[src/rtl/pipeline_mdu.sv]
// Iterative multiply/divide unit: radix-2 shift-add multiply and restoring divide,
// fixed DATA_WIDTH+1 cycle latency from acceptance to the done pulse, cancellable.
module pipeline_mdu #(
  parameter int DATA_WIDTH = 32,
  parameter int CNT_WIDTH  = 6
) (
  input  logic                  clk,
  input  logic                  rst,
  input  logic                  start,
  input  logic [1:0]            op,
  input  logic [DATA_WIDTH-1:0] rs_data,
  input  logic [DATA_WIDTH-1:0] rt_data,
  input  logic                  cancel,
  output logic                  busy,
  output logic                  done,
  output logic [DATA_WIDTH-1:0] hi,
  output logic [DATA_WIDTH-1:0] lo,
  output logic                  div_zero
);
  localparam int W = DATA_WIDTH;

  typedef enum logic [1:0] {IDLE, MUL, DIV, DONE} state_t;
  state_t state, state_nxt;

  logic [CNT_WIDTH-1:0] cnt;
  logic [2*W-1:0]       acc;     // mul: {partial, multiplier}; div: {remainder, quotient}
  logic [W-1:0]         b;       // multiplicand / divisor magnitude
  logic                 neg_res, neg_rem;

  logic           accept, last;
  logic           rs_neg, rt_neg;
  logic [W-1:0]   rs_mag, rt_mag;
  logic [W:0]     mul_sum, rem_sh, rem_diff;
  logic           rem_ge;
  logic [2*W-1:0] mul_nxt, div_nxt, prod;
  logic [W-1:0]   quo, rem, hi_fin, lo_fin;

  assign accept = start && !cancel && (state == IDLE || state == DONE);
  assign last   = (cnt == CNT_WIDTH'(W));
  assign busy   = (state == MUL) || (state == DIV);
  assign done   = (state == DONE);

  assign rs_neg = !op[0] && rs_data[W-1];
  assign rt_neg = !op[0] && rt_data[W-1];
  assign rs_mag = rs_neg ? -rs_data : rs_data;
  assign rt_mag = rt_neg ? -rt_data : rt_data;

  // One shift-add step: add multiplicand into the upper half on LSB, then shift right.
  assign mul_sum = {1'b0, acc[2*W-1:W]} + (acc[0] ? {1'b0, b} : '0);
  assign mul_nxt = {mul_sum, acc[W-1:1]};

  // One restoring step: remainder stays below the divisor, so the difference fits W bits.
  assign rem_sh   = acc[2*W-1:W-1];
  assign rem_diff = rem_sh - {1'b0, b};
  assign rem_ge   = (rem_sh >= {1'b0, b});
  assign div_nxt  = rem_ge ? {rem_diff[W-1:0], acc[W-2:0], 1'b1}
                           : {rem_sh[W-1:0],   acc[W-2:0], 1'b0};

  // Divide by zero naturally leaves |dividend| as remainder; sign fix restores it.
  always_comb begin
    prod   = neg_res ? -acc : acc;
    quo    = acc[W-1:0];
    rem    = acc[2*W-1:W];
    hi_fin = prod[2*W-1:W];
    lo_fin = prod[W-1:0];
    if (state == DIV) begin
      hi_fin = neg_rem ? -rem : rem;
      lo_fin = (b == '0) ? '1 : (neg_res ? -quo : quo);
    end
  end

  always_comb begin
    state_nxt = state;
    case (state)
      IDLE, DONE: begin
        state_nxt = IDLE;
        if (accept) state_nxt = op[1] ? DIV : MUL;
      end
      MUL, DIV: begin
        if (cancel)    state_nxt = IDLE;
        else if (last) state_nxt = DONE;
      end
      default: state_nxt = IDLE;
    endcase
  end

  always_ff @(posedge clk or negedge rst) begin
    if (!rst) state <= IDLE;
    else      state <= state_nxt;
  end

  always_ff @(posedge clk or negedge rst) begin
    if (!rst) begin
      cnt      <= '0;
      acc      <= '0;
      b        <= '0;
      neg_res  <= 1'b0;
      neg_rem  <= 1'b0;
      hi       <= '0;
      lo       <= '0;
      div_zero <= 1'b0;
    end else if (accept) begin
      cnt     <= '0;
      acc     <= {{W{1'b0}}, rs_mag};
      b       <= rt_mag;
      neg_res <= rs_neg ^ rt_neg;
      neg_rem <= rs_neg;
    end else if (busy && !cancel) begin
      if (last) begin
        hi       <= hi_fin;
        lo       <= lo_fin;
        div_zero <= (state == DIV) && (b == '0);
      end else begin
        acc <= (state == MUL) ? mul_nxt : div_nxt;
        cnt <= cnt + CNT_WIDTH'(1);
      end
    end
  end
endmodule

[config.mk]
export PLATFORM = sky130hd
export DESIGN_NAME = pipeline_mdu
export DESIGN_NICKNAME = d
export VERILOG_FILES = /design/src/rtl/pipeline_mdu.sv
export SDC_FILE = /design/constraint.sdc
export NUM_CORES = 1
export LEC_CHECK = 0
export ABC_CLOCK_PERIOD_IN_PS = 7520
export CORE_UTILIZATION = 55
export CTS_CLUSTER_SIZE = 12
export DETAILED_ROUTE_END_ITERATION = 16
export PLACE_DENSITY = 0.77
export SLEW_MARGIN = 20
export SYNTH_ARGS = -nofsm -noshare
export SYNTH_HDL_FRONTEND = slang
export SYNTH_SLANG_ARGS = --single-unit
[constraint.sdc]
create_clock -name clk -period 7.52 [get_ports clk]
set_input_delay 1.504 -clock clk [delete_from_list [all_inputs] [get_ports clk]]
set_output_delay 1.504 -clock clk [all_outputs]
set_load 0.02 [all_outputs]
==> results of run 1 <==
## placed cells by master (no fill, tap or decap), drive strengths merged, types with 22 or more instances in the layout
cell type / n
mux2i: 40
a211oi: 22
inv: 72
a21oi: 132
nor2: 165
xor2: 93
o21ai: 186
xnor2: 79
o211ai: 42
nor4: 27
a31oi: 27
nand3: 35
nor3: 35
ha: 73
nand2: 213
dfrtp: 171
clkdlybuf4s50: 135
a21o: 38
o31ai: 22
## layer usage
layer | up-vias | global-route usage, %
met2 | 646 | 47.4
met5 | - | 0
met3 | 44 | 5.39
li1 | 6514 | -
met4 | 0 | 7.80
met1 | 6425 | 50.6
## registers in the layout (all words and copies together) (netlist names)
name      flops
acc          64
neg_res       1
lo           32
cnt           6
b            32
neg_rem       1
hi           32
state         2
div_zero      1
## through the flow
step	cells	power, mW
after floorplan	1773	3.69
after global placement	2145	4.57
after detailed placement	2145	4.58
after CTS	2177	5.52
after global routing	2177	6.00
final	2178	5.62
## kinds of logic after synthesis
group	Yosys count	synth area share (%)
XOR/XNOR	172	10.8
AO/OA/AOI/OAI	551	24.3
multiplexers	41	2.95
buffers and inverters	166	4.48
AND/OR/NAND/NOR	597	20.0
flip-flops	171	30.7
adder cells (fa/ha/maj)	75	6.84
## cell type report
cell class	count	share of cell area (%)
sequential	171	26.6
clock buffer	17	2.65
inverter	65	1.52
tap	324	2.52
antenna	1	0.0156
timing repair buffer	149	9.08
multi-input combinational	1436	56.4
clock inverter	15	1.18
## cell usage after synthesis, drive strengths merged, types with 4 or more instances
| master | n | area, µm² |
|---|---|---|
| or3 | 9 | 56.3 |
| a22oi | 7 | 52.6 |
| nand2 | 213 | 800 |
| a21oi | 132 | 661 |
| buf | 9 | 35.0 |
| o21ai | 186 | 931 |
| o31ai | 22 | 165 |
| and2 | 10 | 62.6 |
| and3 | 17 | 106 |
| nor3 | 35 | 186 |
| xor2 | 93 | 815 |
| clkbuf | 92 | 345 |
| o211ai | 42 | 315 |
| a211o | 5 | 43.8 |
| dfrtp | 171 | 4280 |
| nand2b | 14 | 87.6 |
| o221ai | 4 | 35.0 |
| a211oi | 22 | 165 |
| nand3 | 35 | 175 |
| nor2 | 165 | 622 |
| a221o | 4 | 40.0 |
| or4 | 15 | 124 |
| a31oi | 27 | 169 |
| or2 | 13 | 83.8 |
| nor2b | 13 | 81.3 |
| o22ai | 6 | 37.5 |
| nand4 | 15 | 93.8 |
| o21a | 5 | 37.5 |
| a21o | 38 | 285 |
| inv | 65 | 244 |
| nand4b | 5 | 43.8 |
| a31o | 7 | 61.3 |
| o21bai | 9 | 67.6 |
| nor4 | 27 | 175 |
| o41ai | 7 | 61.3 |
| ha | 73 | 913 |
| mux2i | 40 | 400 |
| xnor2 | 79 | 692 |
## how the worst max path moves through the flow
stage	start	end	slack (ns)	cells past startpoint
2_1_floorplan	rt_data[4]	b[21]	3.73	8
3_3_place_gp	rt_data[4]	b[23]	2.96	10
3_5_place_dp	rt_data[4]	b[25]	2.88	10
4_1_cts	acc[0]	acc[63]	3.32	12
5_1_grt	rt_data[2]	b[25]	3.03	10
6_report	acc[0]	acc[63]	3.29	12
## power by group
part	switching (mW)	total [mW]	internal (mW)
clock network	0.465	0.921	0.456
logic	1.97	3.20	1.23
registers	0.417	1.50	1.08
## critical path, stage by stage, from the launching register on
cell	delay (ns)
dfrtp_1	0.45
inv_1	0.80
nor2_1	0.13
ha_1	0.38
nor2b_1	0.16
o2111ai_1	0.30
nand4b_1	0.25
a311oi_1	0.34
o21ai_0	0.23
o31a_1	0.32
a2111oi_0	0.42
o2111ai_1	0.13
and3_1	0.21
==> results.toml, run 1 <==
[worst_hold_path]
hold-path-endpoint = "hi[16]"
hp-start = "hi[16]"
hold_class = "flop to flop"
min_path_cells = 2

[route]
via_per_inst = 6.26
routed_wl_um = 41800
wl_met2_um = 17900
vias = 13600
wire_per_inst_um = 19.2
top_layer = "met4"
drc = 0
antenna_left = 0
dr.pass1.iters = 6
wl_met1_um = 19600
route.met3.wl_um = 3800
drt_iter0_markers = 1601

[grt]
track_usage_pct = 32.8
grt_pass1_vias = 12500
grt_max_degree = 101
grt_pass1_wl_um = 67500
overflow = 0
antenna_found_initial = 0

[final_layout]
stdcell_area_um2 = 16100
nets = 1985
drive_above_1_share_pct = 4.16
synthToLayoutAreaGrowth_pct = 15.3
register_area_um2 = 4280
nFillCells = 2175
multi_input_area_um2 = 9070
final_util_pct = 65.3

[floorplanning]
row_count = 57
die_area_um2 = 26000
die_w_um = 161
die-height_um = 161
pin_count = 137
initial_core_util_pct = 56.7
fp.coreArea_um2 = 24600

[clocking]
cts_root_buf = "clkbuf_16"
clk_pin_slew_ns = 0.09
cts_tree = "done"
clock_sinks = 171
cts_htree_levels = 4
clock_path_buffers = 2
postCtsHoldBufs = 0
worst_skew_pair.late_latency_ns = 0.45
postCtsSetupBuffers = 0
cts_resized = 0
cts-buffers-inserted = 17

[yosys]
synth-edff-count = 0
yosys_warnings = 0
ys_types = 73
syn-cell-area_um2 = 13900
synth_nets = 1918
ys_ff_latch = 171
async_flop_share_pct = 100
yosysSeqAreaShare_pct = 30.7
synth_cells = 1773
synth_area_per_cell_um2 = 7.87
synthFlopType = "dfrtp_1"

[run]
max-cap-violations = 0

[sta]
fmax_ghz = 0.237
fin_crit_sh_pct = 56.2
hold_viol_final = 0
period_minus_slack_ns = 4.23
finalSetupTns_ns = 0
final.setup.worst_slack_ns = 3.29
finalSetupViolCount = 0
rsz0062_at_grt = "no"
drv_slew = 0
relSlewSlack_pct = 28.5
clock_skew_ns = 0.0183
holdWs_ns = 0.482
tightest_slew_ns = 1.07

[critical_path]
cp-end-kind = "flop"
start_kind = "flop"
r2r_cells = 12
r2r_end = "acc[63]"
crit_fanout = 33
rrSetupSlack_ns = 3.29
r2r-start = "acc[0]"
worstPathArrival_ns = 4.57
critical_path_required_ns = 7.86
path_class = "flop to flop"

[power]
p_per_area_nw_per_um2 = 350
p_leak_nw = 6.91
max-vdd-ir-drop_v = 0.000227

[placement]
io_buffers = 136
place_area_um2 = 15500
hpwlAfterDp_um = 31700
post-place-ws_ns = 2.88
gp_congestion = 0.964

[outcome]
status = "completed"
Note: power is estimated with default switching activity, not from simulation.
==> inputs of run 2 (changes only) <==
--- a/config.mk
+++ b/config.mk
@@ -5,7 +5,7 @@
 export SDC_FILE = /design/constraint.sdc
 export NUM_CORES = 1
 export LEC_CHECK = 0
-export ABC_CLOCK_PERIOD_IN_PS = 7520
+export ABC_CLOCK_PERIOD_IN_PS = 4400
 export CORE_UTILIZATION = 55
 export CTS_CLUSTER_SIZE = 12
 export DETAILED_ROUTE_END_ITERATION = 16
==> constraint.sdc (replaced) <==
create_clock -name clk -period 4.4 [get_ports clk]
set_input_delay 0.88 -clock clk [delete_from_list [all_inputs] [get_ports clk]]
set_output_delay 0.88 -clock clk [all_outputs]
set_load 0.02 [all_outputs]
==> results.toml, run 2 (synthesized netlist as in run 1, its figures left out) <==
[outcome]
status = "completed"

[clocking]
worst_skew_pair.late_latency_ns = 0.44
postCtsSetupBuffers = 0
clock_sinks = 171
cts_resized = 0
cts-buffers-inserted = 17
postCtsHoldBufs = 0
cts_htree_levels = 4
clk_pin_slew_ns = 0.08
cts_root_buf = "clkbuf_16"
clock_path_buffers = 2
cts_tree = "done"

[route]
drc = 0
drt_iter0_markers = 1654
antenna_left = 0
vias = 13700
wire_per_inst_um = 19.4
routed_wl_um = 42700
via_per_inst = 6.23
dr.pass1.iters = 6

[sta]
finalSetupTns_ns = 0
rsz0062_at_grt = "no"
finalSetupViolCount = 0
hold_viol_final = 0
tightest_slew_ns = 0.992
drv_slew = 0
fin_crit_sh_pct = 85.6
fmax_ghz = 0.265
clock_skew_ns = 0.0201
relSlewSlack_pct = 33.8
period_minus_slack_ns = 3.77

[grt]
grt_max_degree = 86
overflow = 0
antenna_found_initial = 1
track_usage_pct = 33.1
grt_pass1_vias = 12500
grt_pass1_wl_um = 67900

[final_layout]
final_cell_mix = "212 x nand2_1, 171 x dfrtp_1, 166 x o21ai_0"
largest_reg_flops = 64
layout_commonest_cell = "nand2_1"
final_util_pct = 66.2
nets = 2007
nFillCells = 2116
largest_register = "acc"
antenna_cells = 0
synthToLayoutAreaGrowth_pct = 16.7
drive_above_1_share_pct = 5.28

[critical_path]
start_kind = "flop"
crit_fanout = 5
cp-end-kind = "flop"
crit_slowest_cell = "dfrtp_1"
critical_path_buf_inv_count = 2
path_cells = "inv_1 > ha_1 > inv_1 > fa_1 > a211oi_1 > o21bai_1 > a21oi_1 > o2bb2ai_1 > a221oi_1 > o21ai_0 > a211oi_1 > mux2i_1 > nand3_1"
cp_slowest_stage_delay_ns = 0.44
crit_family = "compound AO/OA/AOI/OAI gates"
crit_cells = 13
worstPathArrival_ns = 4.10
r2r_cells = 13
path_class = "flop to flop"
critical_path_required_ns = 4.73

[placement]
gp_congestion = 0.977
io_buffers = 136
hpwlAfterDp_um = 32900

[floorplanning]
fp.coreArea_um2 = 24600
die-height_um = 161
row_count = 57
die_area_um2 = 26000
pin_count = 137
initial_core_util_pct = 56.7
die_w_um = 161

[power]
p_per_area_nw_per_um2 = 602
max-vdd-ir-drop_v = 0.000379
p_leak_nw = 7.03

[run]
max-cap-violations = 0

[worst_hold_path]
hold_class = "input pin to asynchronous set/reset pin"
[run 2: cell count changes in the layout (fill, tap and decap cells not counted), sizes merged]
cell      change
clkinvlp      -1
diode         -1
buf          +22
bufinv        +1
[run 2: cell type report]
| class | count | area [µm²] | share of cell area, % |
|---|---|---|---|
| sequential | 171 | 4280 | 26.3 |
| clock buffer | 17 | 425 | 2.61 |
| inverter | 65 | 244 | 1.50 |
| multi-input combinational | 1436 | 9060 | 55.7 |
| clock inverter | 15 | 211 | 1.30 |
| tap | 324 | 405 | 2.49 |
| timing repair buffer | 171 | 1650 | 10.1 |
[run 2: layer usage]
layer	GRT usage [%]	share of wire, %	up-vias
met5	0	0.030	-
met4	6.86	1.4	2
met3	6.52	9.9	52
met2	47.2	42	687
met1	51.4	47	6409
li1	-	-	6550
[run 2: path summary, 6_finish.rpt]
kind                          from      end  slack (ns)
min in group clk            hi[16]   hi[16]        0.48
max reg2reg                acc[31]  acc[60]        0.63
min reg2reg                 hi[16]   hi[16]        0.48
max                        acc[31]  acc[60]        0.63
max in group asynchronous      rst    lo[8]        3.13
min                            rst    b[25]        0.36
[run 2: per-stage QoR]
| step | hold WS, ns | cells | setup slack (ns) | cell area, µm² | power, mW |
|---|---|---|---|---|---|
| 6_report | 0.362 | 2199 | 0.632 | 16300 | 9.81 |
| 5_1_grt | 0.394 | 2199 | 0.400 | 16300 | 10.4 |
| 3_5_place_dp | 0.472 | 2167 | 0.353 | 15600 | 7.96 |
| 4_1_cts | 0.380 | 2199 | 0.695 | 16300 | 9.61 |
| 3_3_place_gp | 0.461 | 2167 | 0.455 | 15600 | 7.96 |
| 2_1_floorplan | 0.450 | 1773 | 1.21 | 13900 | 6.31 |
[run 2: where the power goes]
group	leakage, nW	switching, mW	internal (mW)	total [mW]
Sequential	2.26	0.669	1.84	2.51
Combinational	4.47	3.45	2.20	5.66
Clock	0.304	0.803	0.836	1.64
==> inputs of run 3 (changes only) <==
--- a/config.mk
+++ b/config.mk
@@ -6,10 +6,10 @@
 export NUM_CORES = 1
 export LEC_CHECK = 0
 export ABC_CLOCK_PERIOD_IN_PS = 4400
-export CORE_UTILIZATION = 55
+export CORE_MARGIN = 10
+export CORE_UTILIZATION = 29
 export CTS_CLUSTER_SIZE = 12
 export DETAILED_ROUTE_END_ITERATION = 16
-export PLACE_DENSITY = 0.77
 export SLEW_MARGIN = 20
 export SYNTH_ARGS = -nofsm -noshare
 export SYNTH_HDL_FRONTEND = slang
==> results.toml, run 3 (synthesized netlist as in run 1, its figures left out) <==
[grt]
antenna_found_initial = 0
track_usage_pct = 16.2
grt_max_degree = 96
grt_pass1_wl_um = 74000
grt-busiest-layer = "met1"
overflow = 0
grt_util_met3_pct = 2.62
globalRouteMet1Util_pct = 24.0
grtUsageMet2_pct = 23.9
grt_pass1_vias = 12700

[placement]
gp_congestion = 0.930
hpwlAfterDp_um = 37500
io_buffers = 136

[worst_hold_path]
hold_class = "input pin to asynchronous set/reset pin"

[clocking]
clock_path_buffers = 2
cts_htree_levels = 4
postCtsSetupBuffers = 0
clock_sinks = 171
worst_skew_pair.late_latency_ns = 0.47
clk_pin_slew_ns = 0.07
postCtsHoldBufs = 0
cts_root_buf = "clkbuf_16"
cts_resized = 0
cts-buffers-inserted = 17
cts_tree = "done"

[floorplanning]
fp.coreArea_um2 = 47600
die-height_um = 239
die_w_um = 239
pin_count = 137
initial_core_util_pct = 29.3
row_count = 80
die_area_um2 = 57300

[run]
max-cap-violations = 0

[critical_path]
crit_start = "acc[0]"
path_class = "flop to flop"
critical_path_required_ns = 4.76
crit_fanout = 17
worstPathArrival_ns = 4.25
start_kind = "flop"
r2r-start = "acc[0]"
cp-end-kind = "flop"

[sta]
clock_skew_ns = 0.0142
relSlewSlack_pct = 29.4
hold_viol_final = 0
fmax_ghz = 0.257
rsz0062_at_grt = "no"
finalSetupViolCount = 0
period_minus_slack_ns = 3.89
fin_crit_sh_pct = 88.5
finalSetupTns_ns = 0
drv_slew = 0
tightest_slew_ns = 1.05

[route]
wire_per_inst_um = 19.1
via_per_inst = 5.38
vias = 13400
dr.pass1.iters = 5
routed_wl_um = 47600
drt_iter0_markers = 992
antenna_left = 0
drc = 0

[power]
p_per_area_nw_per_um2 = 592
power.internal_mw = 4.99
p_leak_nw = 7.01
power_switching_mw = 4.84
seq_power_share_pct = 24.4
comb_power_share_pct = 59.2
swShare_pct = 49.2
finalPower_mw = 9.83
max-vdd-ir-drop_v = 0.000343
pwr-share-clk_pct = 16.3

[final_layout]
synthToLayoutAreaGrowth_pct = 19.1
largest_register = "acc"
drive_above_1_share_pct = 5.12
final_cell_mix = "212 x nand2_1, 171 x dfrtp_1, 166 x o21ai_0"
layout_commonest_cell = "nand2_1"
nets = 2007
largest_reg_flops = 64

[outcome]
status = "completed"
[run 3: cell types whose count changed in the layout (fill, tap and decap cells not counted), sizes merged]
cell      change
clkbuf        +4
clkinv        -4
clkinvlp      +2
inv           -5
bufinv        +2
diode         +1
[run 3: power by group through the flow]
stage	combinational, mW	clock [mW]	sequential (mW)
global placement	5.66	0	2.40
global route	6.39	1.70	2.44
floorplan	4.11	0	2.19
detailed placement	5.67	0	2.41
finish	5.82	1.60	2.40
CTS	5.70	1.63	2.38
[run 3: metrics by stage]
stage | instances | instance area [µm²] | hold slack (ns) | util, % | setup slack, ns
global route | 2489 | 16600 | 0.518 | 34.9 | 0.206
floorplan | 1773 | 13900 | 0.450 | - | 1.21
CTS | 2489 | 16600 | 0.484 | 34.9 | 0.578
detailed placement | 2458 | 16000 | 0.470 | 33.6 | 0.391
finish | 2490 | 16600 | 0.479 | 34.9 | 0.507
global placement | 2458 | 16000 | 0.462 | 33.6 | 0.441
[run 3: routing by layer]
layer	share of wire, %	vias up
met1	50	6312
met5	0	-
met4	1.4	0
li1	-	6551
met3	6.2	40
met2	43	482
[run 3: layout make-up]
class                   count  area, µm²
fillers                  4993      31000
multi-input cells        1436       9070
flip-flops and latches    171       4280
repair buffers            171       1640
well taps                 615        769
clock buffers              21        460
inverters                  65        244
clock inverters            10        140
diodes                      1       2.50
[run 3: path summary, 6_finish.rpt]
check / end / slack [ns] / cells after the start
worst min register to register: b[22] / 0.48 / 2
worst max-delay path: acc[63] / 0.51 / 12
min in group clk: b[22] / 0.48 / 2
max in group asynchronous: hi[21] / 2.89 / 2
worst min-delay path: div_zero / 0.48 / 1
worst max register to register: acc[63] / 0.51 / 12
[run 3: worst max-delay path, cell delays in order (launching register included)]
cell	delay (ns)
dfrtp_1	0.44
inv_1	0.49
nor2_1	0.13
ha_1	0.35
nor2b_1	0.16
o2111ai_1	0.27
nand4b_1	0.24
a311oi_1	0.33
o21ai_0	0.24
o31a_1	0.34
a2111oi_0	0.44
o2111ai_1	0.14
and3_1	0.21
